## src/rtl/segment_pkg.sv

```systemverilog
// Shared definitions for 128-bit segment records exchanged between the host
// packer and the segment-clock generator.
package segment_pkg;

    localparam int REC_W   = 128;
    localparam int ON_W    = 48;
    localparam int OFF_W   = 48;
    localparam int REP_W   = 32;
    localparam int ON_LSB  = 80;
    localparam int OFF_LSB = 32;
    localparam int REP_LSB = 0;

    localparam logic [REC_W-1:0] MARKER_REC = 128'h0;

    typedef struct packed {
        logic [ON_W-1:0]  on_counts;
        logic [OFF_W-1:0] off_counts;
        logic [REP_W-1:0] repeat_counts;
    } seg_rec_t;

endpackage

```

## src/rtl/segment_record_validator.sv

```systemverilog
// Combinational classifier for a completed segment record: all-zero retrigger
// marker, or a regular record whose three count fields must all be non-zero.
module segment_record_validator
    import segment_pkg::*;
(
    input  logic [REC_W-1:0] rec,
    output logic             is_marker,
    output logic             is_valid
);

    logic w_on_ok;
    logic w_off_ok;
    logic w_rep_ok;

    assign w_on_ok   = (rec[ON_LSB  +: ON_W]  != {ON_W{1'b0}});
    assign w_off_ok  = (rec[OFF_LSB +: OFF_W] != {OFF_W{1'b0}});
    assign w_rep_ok  = (rec[REP_LSB +: REP_W] != {REP_W{1'b0}});
    assign is_marker = (rec == MARKER_REC);
    assign is_valid  = is_marker | (w_on_ok & w_off_ok & w_rep_ok);

endmodule

```

## src/rtl/segment_record_packer.sv

```systemverilog
// Packs host pipe words into segment records, validates them and hands them to
// the segment FIFO through a single-entry hold register.
module segment_record_packer
    import segment_pkg::*;
#(
    parameter int PIPE_W        = 16,
    parameter int WORDS_PER_REC = 8,
    parameter int CNT_W         = 16
) (
    input  logic              ti_clk,
    input  logic              reset,
    input  logic              pipe_write,
    input  logic [PIPE_W-1:0] pipe_data,
    input  logic              realign,
    input  logic              clear_flags,
    input  logic              fifo_full,
    output logic [REC_W-1:0]  rec_data,
    output logic              rec_write,
    output logic [2:0]        word_index,
    output logic [CNT_W-1:0]  records_pushed,
    output logic [7:0]        markers_pushed,
    output logic [7:0]        invalid_count,
    output logic              invalid_flag,
    output logic              overflow_flag
);

    logic [REC_W-1:0] r_asm;
    logic [2:0]       r_word_idx;
    logic [REC_W-1:0] r_hold;
    logic             r_hold_valid;
    logic             r_hold_marker;
    logic [CNT_W-1:0] r_pushed;
    logic [7:0]       r_markers;
    logic [7:0]       r_invalid;
    logic             r_invalid_flag;
    logic             r_overflow_flag;

    logic             w_take_word;
    logic             w_complete;
    logic [REC_W-1:0] w_full_rec;
    logic             w_is_marker;
    logic             w_is_valid;
    logic             w_drain;
    logic             w_accept;
    logic             w_overflow;
    logic             w_invalid;

    assign w_take_word = pipe_write & ~realign;
    assign w_complete  = w_take_word & (r_word_idx == 3'(WORDS_PER_REC - 1));
    assign w_full_rec  = {r_asm[REC_W-PIPE_W-1:0], pipe_data};

    segment_record_validator u_validator (
        .rec       (w_full_rec),
        .is_marker (w_is_marker),
        .is_valid  (w_is_valid)
    );

    // A draining hold register frees its slot for a record completing at the same edge.
    assign w_drain    = r_hold_valid & ~fifo_full;
    assign w_accept   = w_complete & w_is_valid & (~r_hold_valid | w_drain);
    assign w_overflow = w_complete & w_is_valid & r_hold_valid & ~w_drain;
    assign w_invalid  = w_complete & ~w_is_valid;

    always_ff @(posedge ti_clk or posedge reset) begin
        if (reset) begin
            r_asm      <= {REC_W{1'b0}};
            r_word_idx <= 3'd0;
        end else if (realign) begin
            r_asm      <= {REC_W{1'b0}};
            r_word_idx <= 3'd0;
        end else if (pipe_write) begin
            r_asm      <= w_full_rec;
            r_word_idx <= r_word_idx + 3'd1;
        end
    end

    always_ff @(posedge ti_clk or posedge reset) begin
        if (reset) begin
            r_hold        <= {REC_W{1'b0}};
            r_hold_valid  <= 1'b0;
            r_hold_marker <= 1'b0;
        end else if (w_accept) begin
            r_hold        <= w_full_rec;
            r_hold_valid  <= 1'b1;
            r_hold_marker <= w_is_marker;
        end else if (w_drain) begin
            r_hold_valid  <= 1'b0;
        end
    end

    always_ff @(posedge ti_clk or posedge reset) begin
        if (reset) begin
            r_pushed        <= {CNT_W{1'b0}};
            r_markers       <= 8'd0;
            r_invalid       <= 8'd0;
            r_invalid_flag  <= 1'b0;
            r_overflow_flag <= 1'b0;
        end else if (clear_flags) begin
            r_pushed        <= {CNT_W{1'b0}};
            r_markers       <= 8'd0;
            r_invalid       <= 8'd0;
            r_invalid_flag  <= 1'b0;
            r_overflow_flag <= 1'b0;
        end else begin
            if (w_drain) begin
                r_pushed <= r_pushed + {{(CNT_W-1){1'b0}}, 1'b1};
            end
            if (w_drain && r_hold_marker && (r_markers != 8'hFF)) begin
                r_markers <= r_markers + 8'd1;
            end
            if (w_invalid && (r_invalid != 8'hFF)) begin
                r_invalid <= r_invalid + 8'd1;
            end
            if (w_invalid) begin
                r_invalid_flag <= 1'b1;
            end
            if (w_overflow) begin
                r_overflow_flag <= 1'b1;
            end
        end
    end

    assign rec_data       = r_hold;
    assign rec_write      = w_drain;
    assign word_index     = r_word_idx;
    assign records_pushed = r_pushed;
    assign markers_pushed = r_markers;
    assign invalid_count  = r_invalid;
    assign invalid_flag   = r_invalid_flag;
    assign overflow_flag  = r_overflow_flag;

endmodule
```

## config.mk

```make
export PLATFORM = sky130hd
export DESIGN_NAME = segment_record_packer
export DESIGN_NICKNAME = d
export VERILOG_FILES = /design/src/rtl/segment_pkg.sv /design/src/rtl/segment_record_validator.sv /design/src/rtl/segment_record_packer.sv
export SDC_FILE = /design/constraint.sdc
export NUM_CORES = 1
export LEC_CHECK = 0
export ABC_AREA = 0
export ABC_CLOCK_PERIOD_IN_PS = 9850
export CAP_MARGIN = 0
export CELL_PAD_IN_SITES_DETAIL_PLACEMENT = 0
export CELL_PAD_IN_SITES_GLOBAL_PLACEMENT = 1
export CORE_ASPECT_RATIO = 0.8
export CORE_MARGIN = 3
export CORE_UTILIZATION = 43
export DETAILED_ROUTE_END_ITERATION = 10
export GPL_ROUTABILITY_DRIVEN = 1
export MAX_ROUTING_LAYER = met4
export PLACE_DENSITY_LB_ADDON = 0.1
export SYNTH_ARGS = -nofsm -noshare
export SYNTH_HDL_FRONTEND = slang
export SYNTH_SLANG_ARGS = --single-unit
```

## constraint.sdc

```tcl
create_clock -name ti_clk -period 9.85 [get_ports ti_clk]
set_input_delay 1.4775 -clock ti_clk [delete_from_list [all_inputs] [get_ports ti_clk]]
set_output_delay 1.4775 -clock ti_clk [all_outputs]
set_load 0.01 [all_outputs]
```

==> flow_metrics.py <==
metrics = {
    "job": {
        "max-cap-violations": 0,
    },
    "yosys": {
        "syn_area_mm2": 0.0116,
        "synth.area.top_cells": "dfrtp_1, mux2_1, mux2i_1",
        "synth_edf_count": 0,
        "synthDistinctLibCells": 39,
        "synthCells": 884,
        "ys.flop_type": "dfrtp_1",
        "synth_fp_nets": 911,
        "avgSynthCellArea_um2": 13.1,
        "yosys_register_bits": 279,
        "synth.top_cell.area_share": 0.602,
        "yosys.cell_count.top_type": "dfrtp_1",
        "yosys-top-cells-count": "dfrtp_1, nor2_1, mux2i_1",
        "synth_area_leader_cell": "dfrtp_1",
        "ys_warn_count": 0,
        "async_flop_share": 1.00,
        "yosysSeqAreaShare": 0.602,
    },
    "finish": {
        "num_antenna_cells": 0,
        "nFillCells": 2311,
        "final_core_util": 0.552,
        "area_delta_synth_final_pct": 25.6,
        "stdcell_count": 1435,
        "drive_gt1_frac": 0.0779,
        "num-nets-final": 1088,
    },
    "critical_path": {
        "crit_family": "buffers and inverters",
        "crit_path_max_fanout": 65,
        "endpoint_kind": "flip-flop",
        "cp_num_buf_inv": 2,
        "cp_data_arrival_time_ns": 5.28,
        "crit_chain": "clkdlybuf4s50_1 > nor4_1 > nand4_1 > o21ai_0 > o21a_4 > buf_4 > mux2_2",
        "cpMaxStageDelayCell": "buf_4",
        "worstSetupPathType": "input pin to flip-flop",
        "cp-start-kind": "input pin",
        "critical_path.max_stage_delay_ns": 0.83,
        "cp.required_ns": 10.27,
    },
    "global_routing": {
        "overflow": 0,
        "grt_pass1_wl_mm": 45.1,
        "track_usage": 0.198,
        "grt_max_degree": 101,
        "grt_pass1_vias": 7672,
        "antenna_found_initial": 0,
    },
    "floorplan": {
        "ioPinCount": 188,
        "die_y_um": 153,
        "start_util": 0.439,
        "chipWidth_um": 190,
        "fp-row-count": 53,
        "die-area_mm2": 0.0290,
        "core-area_mm2": 0.0264,
    },
    "timing": {
        "hold_slack_ns": 0.488,
        "max_freq_mhz": 206,
        "fin_crit_ns": 4.86,
        "worst_slew_pin_slew_ns": 0.983,
        "drv_slew": 0,
        "maxSlewHeadroom": 0.345,
        "min_period_over_period": 0.494,
        "totalNegativeSetupSlack_ns": 0,
        "setup_viol_count_final": 0,
        "hold_viol": 0,
        "rsz0062_at_grt": "false",
        "finalClockSkew_ns": 0.0183,
    },
    "clock_tree": {
        "clkSlewWorstSetupHoldPaths_ns": 0.06,
        "hold_buffers": 0,
        "cts_num_sinks": 279,
        "cts_root_buffer": "clkbuf_16",
        "clock_latency_ns": 0.54,
        "cts_resized": 0,
        "cts_buffer_depth": 3,
        "cts_buffers": 28,
        "post-cts-setup-buffer-count": 0,
        "cts_tree": "done",
        "htreeDepth": 1,
    },
    "worst_hold_path": {
        "hp-class": "flip-flop to flip-flop",
    },
    "detailed_routing": {
        "wl_per_cell_um": 19.3,
        "remaining_drc_errors": 0,
        "ant_nets": 0,
        "vias_per_cell": 5.12,
        "drt_iter0_drc": 416,
        "drt-total-wl_mm": 27.6,
        "first_pass_iters": 4,
        "vias": 7354,
    },
    "placement": {
        "hpwl_mm": 18.4,
        "dp.cells": 1388,
        "port_buffers": 187,
        "gp_congestion": 0.761,
    },
    "pwr": {
        "peakVddDrop_uv": 126,
        "power_density_mw_per_mm2": 159,
        "leakagePower_uw": 0.00715,
        "power_uw": 2310,
    },
    "run_status": {
        "outcome": "finished clean",
    },
}
## per-layer routing
metal | global-route usage | routed length [um] | vias to the layer above
li1 | - | - | 3460
met1 | 0.299 | 13900 | 3705
met2 | 0.288 | 12100 | 158
met3 | 0.0326 | 1160 | 31
met4 | 0.0327 | 446 | 0
met5 | - | 0 | -
## power by group
group / switching [uW] / internal, uW
logic: 65.7 / 32.3
registers: 11.7 / 1150
clock network: 441 / 608
## cell type report
cell class | count | area (um2) | area share
Sequential cell | 279 | 6980 | 0.479
Multi-Input combinational cell | 554 | 4290 | 0.294
Timing Repair Buffer | 194 | 1920 | 0.132
Clock buffer | 36 | 781 | 0.0536
Tap cell | 357 | 447 | 0.0307
Clock inverter | 11 | 121 | 0.00833
Inverter | 4 | 22.5 | 0.00155
## worst paths after layout
kind	startpoint	to	slack (ns)	depth (start not counted)
setup / recovery	pipe_data[15]	rec_data[16]	4.99	7
hold / removal	rec_data[3]	rec_data[3]	0.49	1
setup reg to reg	r_asm[27]	rec_data[16]	5.52	7
hold reg to reg	rec_data[3]	rec_data[3]	0.49	1
max in group asynchronous	reset	records_pushed[12]	6.90	3
min in group asynchronous	reset	r_asm[59]	1.47	2
## layout by cell type (no fill, tap or decap), types with 7 or more instances in the layout
| cell | count |
|---|---|
| xnor2_1 | 7 |
| clkdlybuf4s50_1 | 185 |
| dfrtp_1 | 279 |
| mux2_1 | 109 |
| and2_1 | 7 |
| mux2_2 | 27 |
| xor2_1 | 12 |
| nor2b_1 | 9 |
| nor2_1 | 148 |
| clkbuf_16 | 28 |
| mux2i_1 | 117 |
| nor4_1 | 33 |
| buf_4 | 8 |
| nand4_1 | 13 |
| nand2_1 | 17 |
## stage by stage
stage / instance area, um2 / setup WS (ns)
3_5_place_dp: 13700 / 4.48
6_report: 14600 / 4.99
4_1_cts: 14600 / 5.04
2_1_floorplan: 11600 / 0.679
5_1_grt: 14600 / 4.74
3_3_place_gp: 13700 / 4.47
## sequential cells by signal (all words and copies together), names as in the netlist
signal / count
markers_pushed: 8
invalid_flag: 1
overflow_flag: 1
invalid_count: 8
r_asm: 112
word_index: 3
r_hold_marker: 1
r_hold_valid: 1
records_pushed: 16
rec_data: 128
## cell families (layout without fill, tap and decap cells)
kind of cell / count (synthesis) / in the layout / share of synthesized area
AOI/OAI and AO/OA: 24 / 24 / 0.0151
xor gates and xnor gates: 19 / 19 / 0.0144
adders and majority gates: 5 / 5 / 0.00540
buffers and inverters: 51 / 245 / 0.0283
DFF: 279 / 279 / 0.602
muxes: 253 / 253 / 0.233
and+or+nand+nor: 253 / 253 / 0.101
Power figures use the tool's default switching activity.
